$ cat config.mk
export PLATFORM = sky130hd
export DESIGN_NAME = core_data_bridge
export DESIGN_NICKNAME = d
export VERILOG_FILES = /design/src/rtl/core_data_bridge_pkg.sv /design/src/rtl/core_data_bridge_tag_fifo.sv /design/src/rtl/core_data_bridge.sv
export SDC_FILE = /design/constraint.sdc
export NUM_CORES = 1
export LEC_CHECK = 0
export CAP_MARGIN = 20
export CORE_MARGIN = 10
export CORE_UTILIZATION = 32
export CTS_CLUSTER_DIAMETER = 60
export DETAILED_ROUTE_END_ITERATION = 12
export MAX_ROUTING_LAYER = met4
export PLACE_DENSITY = 0.85
export SYNTH_ARGS = -nofsm -noshare
export SYNTH_HDL_FRONTEND = slang
export SYNTH_SLANG_ARGS = --single-unit
$ cat constraint.sdc
create_clock -name clk_sys_in -period 2.7 [get_ports clk_sys_in]
set_input_delay 0.54 -clock clk_sys_in [delete_from_list [all_inputs] [get_ports clk_sys_in]]
set_output_delay 0.54 -clock clk_sys_in [all_outputs]
set_load 0.1 [all_outputs]
$ cat src/rtl/core_data_bridge_pkg.sv
// System address map and device enumeration shared by the core data bridge.
// Each device decodes as (addr & DEV_MASK[i]) == DEV_BASE[i].
package core_data_bridge_pkg;

  localparam int NUM_DEVICES = 6;
  localparam int DEV_IDX_W   = 3;

  typedef enum logic [DEV_IDX_W-1:0] {
    Ram     = 3'd0,
    Gpio    = 3'd1,
    Uart    = 3'd2,
    Timer   = 3'd3,
    Fraise  = 3'd4,
    SimCtrl = 3'd5
  } bus_device_e;

  // Indexed by bus_device_e; RAM 64KiB, peripherals 4KiB, SimCtrl 1KiB.
  localparam logic [31:0] DEV_BASE [NUM_DEVICES] = '{
    32'h0010_0000, 32'h8000_0000, 32'h8000_1000,
    32'h8000_2000, 32'h8000_3000, 32'h0002_0000
  };

  localparam logic [31:0] DEV_MASK [NUM_DEVICES] = '{
    32'hFFFF_0000, 32'hFFFF_F000, 32'hFFFF_F000,
    32'hFFFF_F000, 32'hFFFF_F000, 32'hFFFF_FC00
  };

endpackage

$ cat src/rtl/core_data_bridge_tag_fifo.sv
// Small tag FIFO recording the response source of each accepted request.
// Supports simultaneous push and pop; push when full / pop when empty are ignored.
module core_data_bridge_tag_fifo #(
  parameter int DEPTH = 2,
  parameter int WIDTH = 1
) (
  input  logic             clk_sys_in,
  input  logic             rst_sys_in,
  input  logic             push,
  input  logic [WIDTH-1:0] push_data,
  input  logic             pop,
  output logic [WIDTH-1:0] head_data,
  output logic             empty,
  output logic             full
);

  localparam int PTR_W = (DEPTH > 1) ? $clog2(DEPTH) : 1;
  localparam int CNT_W = $clog2(DEPTH + 1);

  logic [WIDTH-1:0] mem [DEPTH];
  logic [PTR_W-1:0] wr_ptr;
  logic [PTR_W-1:0] rd_ptr;
  logic [CNT_W-1:0] count;
  logic             do_push;
  logic             do_pop;

  // Pointers wrap explicitly so non-power-of-two depths work.
  function automatic logic [PTR_W-1:0] ptr_inc(input logic [PTR_W-1:0] p);
    return (p == PTR_W'(DEPTH - 1)) ? '0 : p + 1'b1;
  endfunction

  assign empty     = (count == '0);
  assign full      = (count == CNT_W'(DEPTH));
  assign do_push   = push & ~full;
  assign do_pop    = pop & ~empty;
  assign head_data = mem[rd_ptr];

  always_ff @(posedge clk_sys_in or negedge rst_sys_in) begin
    if (!rst_sys_in) begin
      wr_ptr <= '0;
      rd_ptr <= '0;
      count  <= '0;
    end else begin
      if (do_push) wr_ptr <= ptr_inc(wr_ptr);
      if (do_pop)  rd_ptr <= ptr_inc(rd_ptr);
      if (do_push && !do_pop)      count <= count + 1'b1;
      else if (!do_push && do_pop) count <= count - 1'b1;
    end
  end

  always_ff @(posedge clk_sys_in) begin
    if (do_push) mem[wr_ptr] <= push_data;
  end

endmodule

$ cat src/rtl/core_data_bridge.sv
// Bridges the ibex data port onto interconnect host port 0, answering unmapped
// accesses locally with an error. Optional counters: CORE_DATA_BRIDGE_STATS_EN.
module core_data_bridge #(
  parameter int DATA_WIDTH      = 32,
  parameter int MAX_OUTSTANDING = 2,
  parameter int NUM_DEVICES     = core_data_bridge_pkg::NUM_DEVICES,
  parameter int DEV_IDX_W       = core_data_bridge_pkg::DEV_IDX_W
) (
  input  logic                    clk_sys_in,
  input  logic                    rst_sys_in,
  input  logic                    core_req_i,
  output logic                    core_gnt_o,
  input  logic                    core_we_i,
  input  logic [DATA_WIDTH/8-1:0] core_be_i,
  input  logic [DATA_WIDTH-1:0]   core_addr_i,
  input  logic [DATA_WIDTH-1:0]   core_wdata_i,
  output logic                    core_rvalid_o,
  output logic [DATA_WIDTH-1:0]   core_rdata_o,
  output logic                    core_err_o,
  output logic                    net_req_valid_o,
  input  logic                    net_req_ready_i,
  output logic [DATA_WIDTH-1:0]   net_tgt_addr_o,
  output logic                    net_wen_o,
  output logic [DATA_WIDTH/8-1:0] net_be_o,
  output logic [DATA_WIDTH-1:0]   net_wdata_o,
  input  logic                    net_resp_valid_i,
  output logic                    net_resp_ready_o,
  input  logic [DATA_WIDTH-1:0]   net_resp_data_i
`ifdef CORE_DATA_BRIDGE_STATS_EN
  ,
  output logic [31:0]             stat_req_cnt_o,
  output logic [31:0]             stat_err_cnt_o
`endif
);

  import core_data_bridge_pkg::*;

  logic                 hit;
  logic [DEV_IDX_W-1:0] dev_idx;
  logic                 fifo_empty;
  logic                 fifo_full;
  logic                 head_tag;
  logic                 err_bypass;
  logic                 head_pop;
  logic                 resp_fire;
  logic                 resp_err;
  logic                 rvalid_q;
  logic                 err_q;
  logic [DATA_WIDTH-1:0] rdata_q;

  always_comb begin
    hit     = 1'b0;
    dev_idx = '0;
    for (int i = 0; i < NUM_DEVICES; i++) begin
      if ((core_addr_i[31:0] & DEV_MASK[i]) == DEV_BASE[i]) begin
        hit     = 1'b1;
        dev_idx = DEV_IDX_W'(i);
      end
    end
  end

  assign net_tgt_addr_o  = {core_addr_i[DATA_WIDTH-DEV_IDX_W-3:0], dev_idx, 2'b00};
  assign net_wen_o       = core_we_i;
  assign net_be_o        = core_be_i;
  assign net_wdata_o     = core_wdata_i;

  // Slot availability uses registered occupancy, so a same-cycle pop never frees a slot.
  assign net_req_valid_o = core_req_i & hit & ~fifo_full;
  assign core_gnt_o      = hit ? (net_req_valid_o & net_req_ready_i) : (core_req_i & ~fifo_full);

  // An error granted into an empty FIFO is answered directly, giving grant+1 latency.
  assign err_bypass       = core_gnt_o & ~hit & fifo_empty;
  assign head_pop         = ~fifo_empty & (head_tag | net_resp_valid_i);
  assign resp_fire        = err_bypass | head_pop;
  assign resp_err         = err_bypass | (~fifo_empty & head_tag);
  assign net_resp_ready_o = fifo_empty | ~head_tag;

  core_data_bridge_tag_fifo #(
    .DEPTH (MAX_OUTSTANDING),
    .WIDTH (1)
  ) u_tag_fifo (
    .clk_sys_in (clk_sys_in),
    .rst_sys_in (rst_sys_in),
    .push       (core_gnt_o & ~err_bypass),
    .push_data  (~hit),
    .pop        (head_pop),
    .head_data  (head_tag),
    .empty      (fifo_empty),
    .full       (fifo_full)
  );

  always_ff @(posedge clk_sys_in or negedge rst_sys_in) begin
    if (!rst_sys_in) begin
      rvalid_q <= 1'b0;
      err_q    <= 1'b0;
      rdata_q  <= '0;
    end else begin
      rvalid_q <= resp_fire;
      err_q    <= resp_fire & resp_err;
      if (resp_fire) rdata_q <= resp_err ? '0 : net_resp_data_i;
    end
  end

  assign core_rvalid_o = rvalid_q;
  assign core_err_o    = err_q;
  assign core_rdata_o  = rdata_q;

`ifdef CORE_DATA_BRIDGE_STATS_EN
  always_ff @(posedge clk_sys_in or negedge rst_sys_in) begin
    if (!rst_sys_in) begin
      stat_req_cnt_o <= '0;
      stat_err_cnt_o <= '0;
    end else begin
      if (core_gnt_o && hit && (stat_req_cnt_o != 32'hFFFF_FFFF))
        stat_req_cnt_o <= stat_req_cnt_o + 32'd1;
      if (core_gnt_o && !hit && (stat_err_cnt_o != 32'hFFFF_FFFF))
        stat_err_cnt_o <= stat_err_cnt_o + 32'd1;
    end
  end
`endif

endmodule

# == Yosys cells after proc, flatten, opt, wreduce, memory -nomap -nowiden ==
# Memories as Yosys holds them, arrays and structs flattened.
# Index checks and enable logic that the tools add are counted.
# word_totals
ramBits,2
out_inout_bits,106
in_bits,106
mem_count,1
elab_cells,64
reg_bits,38
# mem_list
name,words,width,read_ports,rd_ports_with_merged_regs,wr,line_no,source
u_tag_fifo.mem,2,1,1,0,1,core_data_bridge_tag_fifo.sv:20,logic [WIDTH-1:0] mem [DEPTH];
# op_classes
eq_ne,7
add_sub_neg,4
n_mux,19
reduce_logical,6
bitwise,21
# ops
op,count
20-bit == test (second input constant),4
32-bit two-way mux,1
22-bit by 8-bit == test with 1-bit output (second input constant),1
16-bit by 5-bit == test with 1-bit output (second input constant),1
1-bit bitwise AND,12
1-bit two-way mux,12
2-bit two-way mux,4
3-bit two-way mux,2
1-bit NOT,5
1-bit bitwise OR,4
1-bit adder (second input constant),2
2-bit by 1-bit adder with 2-bit output (second input constant),1
2-bit == test (second input constant),1
1-bit logical AND,2
1-bit logical NOT,2
2-bit logical NOT,1
2-bit nonzero test,1
2-bit by 1-bit subtractor with 2-bit output (second input constant),1

# == Depth between registers and ports, before layout ==
# depth
ltp_word,20
ltp_mapped,9
mapped_depth_nobuf,9

# == Modules after synthesis ==
# Synthesis repeated with hierarchy kept, for this count alone.
# unflattened
hier_cells,193
area_unflattened_um2,2188.3
# by_module_without_submodules
mod,n_inst,seq_area_each_um2,cells_each,area_per_inst_um2
core_data_bridge,1,850.8,171,1920.6
core_data_bridge_tag_fifo,1,160.2,22,267.8

# == Worst setup path before layout ==
# No wires, ideal clock.
# synth_path
path_kind,input port to output port
from,input core_addr_i[15]
to,output net_req_valid_o
path_slack_ns,-1.600
t_required_ns,2.160
n_path_buf,0
cell_stages,5
t_arrival_ns,3.760
cell_sequence,or3b_1 > or4_1 > a21oi_2 > a21oi_2 > nor2_1
# synth_via
elab_chain_cells,8
elab_cells_between_ends,12
classes_between,5 x eq/ne; 5 x mux; 2 x bitwise
# synth_lines
element,line_no,source
start: declaration,core_data_bridge.sv:15,"input logic [DATA_WIDTH-1:0] core_addr_i,"
20-bit == test,core_data_bridge.sv:55,if ((core_addr_i[31:0] & DEV_MASK[i]) == DEV_BASE[i]) begin
1-bit two-way mux (4 in a row),core_data_bridge.sv:55,
1-bit two-way mux (*),core_data_bridge.sv:55,
1-bit bitwise AND (*) (2 in a row),core_data_bridge.sv:68,assign net_req_valid_o = core_req_i & hit & ~fifo_full;
end: declaration,core_data_bridge.sv:20,"output logic net_req_valid_o,"
# Every way passes the cells marked *; elsewhere a longest branch is shown, timed or not.

# == Final worst setup path ==
# layout_path
from,input core_addr_i[10]
to,output net_tgt_addr_o[2]
# layout_via
elab_chain_cells,2
# layout_lines
element,line_no,source
22-bit by 8-bit == test with 1-bit output,core_data_bridge.sv:55,
3-bit two-way mux,core_data_bridge.sv:55,
end: declaration,core_data_bridge.sv:22,"output logic [DATA_WIDTH-1:0] net_tgt_addr_o,"
# No other way between the ends.

==> report_table.html <==
<table>
<tr><th>Metric</th><th>Value</th></tr>
<tr><th colspan="2">Drt</th></tr>
<tr><td>Detailed-route via count</td><td>1978</td></tr>
<tr><td>First-pass detailed-route iteration total</td><td>4</td></tr>
<tr><td>Vias per inst</td><td>4.51</td></tr>
<tr><td>Sum of routed wire length over all layers</td><td>7.58 mm</td></tr>
<tr><td>Average detailed-routed wire length per instance</td><td>17.3 um</td></tr>
<tr><td>DRC violation count after routing</td><td>0</td></tr>
<tr><td>Antenna viol nets, final</td><td>0</td></tr>
<tr><td>Count of routing violations after the opening detailed-route iteration</td><td>37</td></tr>
<tr><th colspan="2">Global route</th></tr>
<tr><td>Sum of overflow across all layers after global routing</td><td>0</td></tr>
<tr><td>Antenna violations before repair</td><td>0</td></tr>
<tr><td>Overall track demand over capacity in global routing</td><td>0.133</td></tr>
<tr><td>Via count of the first global-routing pass</td><td>2200</td></tr>
<tr><td>Maximum number of pins on one net before global-route repair</td><td>39</td></tr>
<tr><td>Global-route wire length before repair</td><td>11.8 mm</td></tr>
<tr><th colspan="2">Synth</th></tr>
<tr><td>Commonest cells post-synth</td><td>nand2_1 (67), buf_4 (66), dfrtp_1 (38), a21oi_2 (31), nor2_1 (11)</td></tr>
<tr><td>Largest area contributor in the synthesized netlist</td><td>dfrtp_1</td></tr>
<tr><td>Area share of xor/xnor cells in the synthesized design</td><td>0.0219</td></tr>
<tr><td>Share of synthesized cell area in full adder, half adder and majority cells</td><td>0.00522</td></tr>
<tr><td>EDFF count, synth</td><td>2</td></tr>
<tr><td>Fraction of the yosys area taken by sequential cells</td><td>0.422</td></tr>
<tr><td>Cell with the most instances after synthesis</td><td>nand2_1</td></tr>
<tr><td>Share of synthesized registers carrying an async set or reset</td><td>0.950</td></tr>
<tr><td>Share of cell area taken by muxes after synthesis</td><td>0.00992</td></tr>
<tr><td>Yosys warnings</td><td>0</td></tr>
<tr><td>Synth Area per Inst</td><td>9.11 sq um</td></tr>
<tr><td>Syn Std Cell Area</td><td>0.00240 sq mm</td></tr>
<tr><td>Distinct cell type count after synthesis</td><td>30</td></tr>
<tr><td>Compound-cell area share of the yosys netlist</td><td>0.139</td></tr>
<tr><td>Synthesized flop and latch total</td><td>40</td></tr>
<tr><td>Mapped Cells</td><td>263</td></tr>
<tr><td>Top post-synthesis cells by area</td><td>dfrtp_1 (40%), buf_4 (21%), a21oi_2 (11%)</td></tr>
<tr><td>Synthesized-area fraction occupied by and/or/nand/nor cells</td><td>0.162</td></tr>
<tr><td>Dominant combinational cell family by area after synthesis</td><td>buffers and inverters</td></tr>
<tr><td>Most common flop cell mapped by yosys</td><td>dfrtp_1</td></tr>
<tr><td>Share of the synthesized area in the top cell type</td><td>0.397</td></tr>
<tr><th colspan="2">Power and ir drop</th></tr>
<tr><td>Max IR drop VDD</td><td>0.358 mV</td></tr>
<tr><td>Net switching share of the total power</td><td>0.583</td></tr>
<tr><td>Internal power contribution</td><td>1.77 mW</td></tr>
<tr><td>Combinational Power Share</td><td>0.653</td></tr>
<tr><td>Leakage power figure</td><td>1.62 nW</td></tr>
<tr><td>Share of total power in the clock network</td><td>0.124</td></tr>
<tr><td>Pwr per Cell Area</td><td>1160 mW/mm^2</td></tr>
<tr><td>Switching power</td><td>2.48 mW</td></tr>
<tr><td>Tot Pwr</td><td>4.25 mW</td></tr>
<tr><td>Part of the total power dissipated in sequential elements</td><td>0.223</td></tr>
<tr><th colspan="2">STA</th></tr>
<tr><td>Tcrit/Tclk final</td><td>0.971</td></tr>
<tr><td>Post-route minimum period</td><td>2.62 ns</td></tr>
<tr><td>Highest Clock Rate</td><td>381 MHz</td></tr>
<tr><td>Least-Margin Pin Slew</td><td>0.854 ns</td></tr>
<tr><td>Worst hold slack</td><td>0.365 ns</td></tr>
<tr><td>Final Hold Viols</td><td>0</td></tr>
<tr><td>Final clock skew</td><td>0.00525 ns</td></tr>
<tr><td>Number of endpoints failing setup at the final stage</td><td>0</td></tr>
<tr><td>Headroom to the max-slew limit</td><td>0.431</td></tr>
<tr><td>Crit path setup slack, layout</td><td>0.0775 ns</td></tr>
<tr><td>Post-route setup TNS</td><td>0 ns</td></tr>
<tr><td>Final max-slew violation count</td><td>0</td></tr>
<tr><th colspan="2">Critical path</th></tr>
<tr><td>Arrival time reported for the critical path endpoint</td><td>2.08 ns</td></tr>
<tr><td>Crit path kind</td><td>in2out</td></tr>
<tr><td>Critical path peak fanout</td><td>2</td></tr>
<tr><td>Slowest cell delay on critical path</td><td>0.44 ns</td></tr>
<tr><td>Crit Reg-Reg Startpoint</td><td>u_tag_fifo.count[0]</td></tr>
<tr><td>Crit path top cell by count</td><td>buf_4</td></tr>
<tr><td>R2r endpoint</td><td>u_tag_fifo.count[1]</td></tr>
<tr><td>Setup crit end kind</td><td>output pin</td></tr>
<tr><td>Cell chain of the critical path</td><td>clkdlybuf4s50_1 &gt; nor4b_2 &gt; nand3_1 &gt; buf_4 &gt; buf_4 &gt; o22ai_4 &gt; buf_12</td></tr>
<tr><td>Slowest cell on crit path</td><td>clkdlybuf4s50_1</td></tr>
<tr><td>Number of cell instances on the worst register-to-register path</td><td>7</td></tr>
<tr><td>CP required</td><td>2.16 ns</td></tr>
<tr><td>Internal reg-to-reg setup slack</td><td>0.87 ns</td></tr>
<tr><td>Kind of start point of the critical path</td><td>input port</td></tr>
<tr><th colspan="2">Final layout</th></tr>
<tr><td>Total number of nets in the final design</td><td>447</td></tr>
<tr><td>Post-Layout Cell Count</td><td>439</td></tr>
<tr><td>Cell area after layout</td><td>0.00367 sq mm</td></tr>
<tr><td>Share of final-layout standard cells stronger than drive strength 1</td><td>0.438</td></tr>
<tr><td>Antenna cells</td><td>0</td></tr>
<tr><td>Final core occ</td><td>0.506</td></tr>
<tr><td>FILL cells</td><td>669</td></tr>
<tr><td>Area Overhead vs Synth</td><td>53.3%</td></tr>
<tr><th colspan="2">Floorplan</th></tr>
<tr><td>Effective utilization at floorplan</td><td>0.330</td></tr>
<tr><td>I/O pin count</td><td>212</td></tr>
<tr><td>Die extent in x</td><td>107 um</td></tr>
<tr><td>Core Box Area</td><td>0.00725 sq mm</td></tr>
<tr><td>Overall die height</td><td>107 um</td></tr>
<tr><td>Floorplan row count</td><td>31</td></tr>
<tr><td>Die Outline Area</td><td>0.0113 sq mm</td></tr>
<tr><th colspan="2">CTS</th></tr>
<tr><td>Clock root buffer master</td><td>clkbuf_8</td></tr>
<tr><td>Clk pin slew, worst setup/hold paths</td><td>0.07 ns</td></tr>
<tr><td>H-Tree Level Count</td><td>2</td></tr>
<tr><td>Number of sinks driven by the clock tree</td><td>40</td></tr>
<tr><td>TritonCTS clock tree</td><td>built</td></tr>
<tr><td>Clock latency on the worst-skew pair</td><td>0.28 ns</td></tr>
<tr><td>Total CTS buffers</td><td>5</td></tr>
<tr><td>Clock buffer depth</td><td>2</td></tr>
<tr><th colspan="2">Place</th></tr>
<tr><td>Port-buffer cells</td><td>115</td></tr>
<tr><td>Instance area at placement</td><td>0.00349 sq mm</td></tr>
<tr><td>Setup Slack @ Placement</td><td>-0.305 ns</td></tr>
<tr><td>Routability congestion estimate</td><td>0.796</td></tr>
<tr><td>Detailed Place HPWL</td><td>6.01 mm</td></tr>
<tr><td>Count of placed standard cells including taps</td><td>427</td></tr>
<tr><th colspan="2">Flow run</th></tr>
<tr><td>Max cap viols</td><td>0</td></tr>
<tr><th colspan="2">Status</th></tr>
<tr><td>Result of the run</td><td>finished clean</td></tr>
<tr><th colspan="2">Min path</th></tr>
<tr><td>Hold Path Class</td><td>in2async</td></tr>
</table>
==> cells in the final DEF, fill, tap and decap left out, types with 2 or more instances in the layout <==
master           count
conb_1               2
nor3_2               2
buf_12              22
edfxtp_1             2
a21oi_2             29
clkbuf_8             5
xnor2_1              4
buf_2                3
or4_4                2
clkdlybuf4s50_1     39
inv_1                3
o21ai_0              2
nor4_2               2
a21oi_1              3
nand4_1              2
nor2_2               3
nand2_1             66
dfrtp_1             38
dlygate4sd2_1       14
a21oi_4              2
nor2_1               6
nor2_4               2
buf_4               66
nand3_1              2
xor2_1               2
==> cell families (layout without fill, tap and decap cells) <==
logic type | Yosys count | after routing
compound gates | 40 | 40
other cells | 1 | 2
buf+inv | 80 | 156
simple gates | 93 | 93
flops | 40 | 40
mux | 2 | 2
fa+ha+maj | 1 | 1
xor+xnor | 6 | 6
==> timing repair <==
| item | 4_1_cts | 5_1_grt |
|---|---|---|
| endpoints found under the setup margin | 5 | 4 |
| cloned | 0 | 0 |
| pin swaps | 12 | 5 |
| hold buffers | 0 | 0 |
| buffers inserted | 5 | 0 |
| endpoints found under the hold margin | 0 | 0 |
| resized for setup | 35 | 4 |
==> metal layers <==
metal | up-vias | wire length, um | GRT usage
met1 | 899 | 2780 | 0.133
met4 | 0 | 191 | 0.0435
li1 | 935 | - | -
met3 | 20 | 1080 | 0.0833
met5 | - | 0 | -
met2 | 124 | 3530 | 0.209
==> power by group through the flow <==
stage | logic (mW) | clock network (mW) | registers, mW
final | 2.78 | 0.527 | 0.948
after global routing | 2.91 | 0.576 | 0.980
after CTS | 2.80 | 0.549 | 0.949
after detailed placement | 2.81 | 0 | 0.959
after global placement | 2.77 | 0 | 0.950
after floorplan | 1.23 | 0 | 2.23
==> worst max-delay path by stage <==
stage          slack (ns)  cells after the start           endpoint             from
6_report             0.08                      7  net_tgt_addr_o[2]  core_addr_i[10]
5_1_grt            -0.009                      8         core_gnt_o  core_addr_i[10]
4_1_cts             -0.02                      8         core_gnt_o  core_addr_i[14]
3_5_place_dp        -0.30                      8         core_gnt_o  core_addr_i[31]
3_3_place_gp        -0.25                      8         core_gnt_o  core_addr_i[31]
2_1_floorplan       -0.44                      5    net_req_valid_o  core_addr_i[15]
==> final cells by class <==
type | instances | area (sq um) | share of cell area
clock buffers | 6 | 93.8 | 0.0256
clock inverters | 1 | 30.0 | 0.00818
inverters | 3 | 11.3 | 0.00307
multi-input cells | 144 | 917 | 0.250
flip-flops and latches | 40 | 1010 | 0.275
well taps | 99 | 124 | 0.0337
repair buffers | 146 | 1490 | 0.404
==> sequential cells by signal, indices dropped and copies added, names as in the netlist <==
name and flops:
u_tag_fifo.wr_ptr 1, u_tag_fifo.mem 2, u_tag_fifo.rd_ptr 1, core_err_o 1
core_rdata_o 32, u_tag_fifo.count 2, core_rvalid_o 1
==> critical path: cells and delay by family <==
kind | cells | cell delay [ns]
compound gates | 1 | 0.16
buf+inv | 4 | 0.94
simple gates | 2 | 0.43
Power figures use the tool's default switching activity.
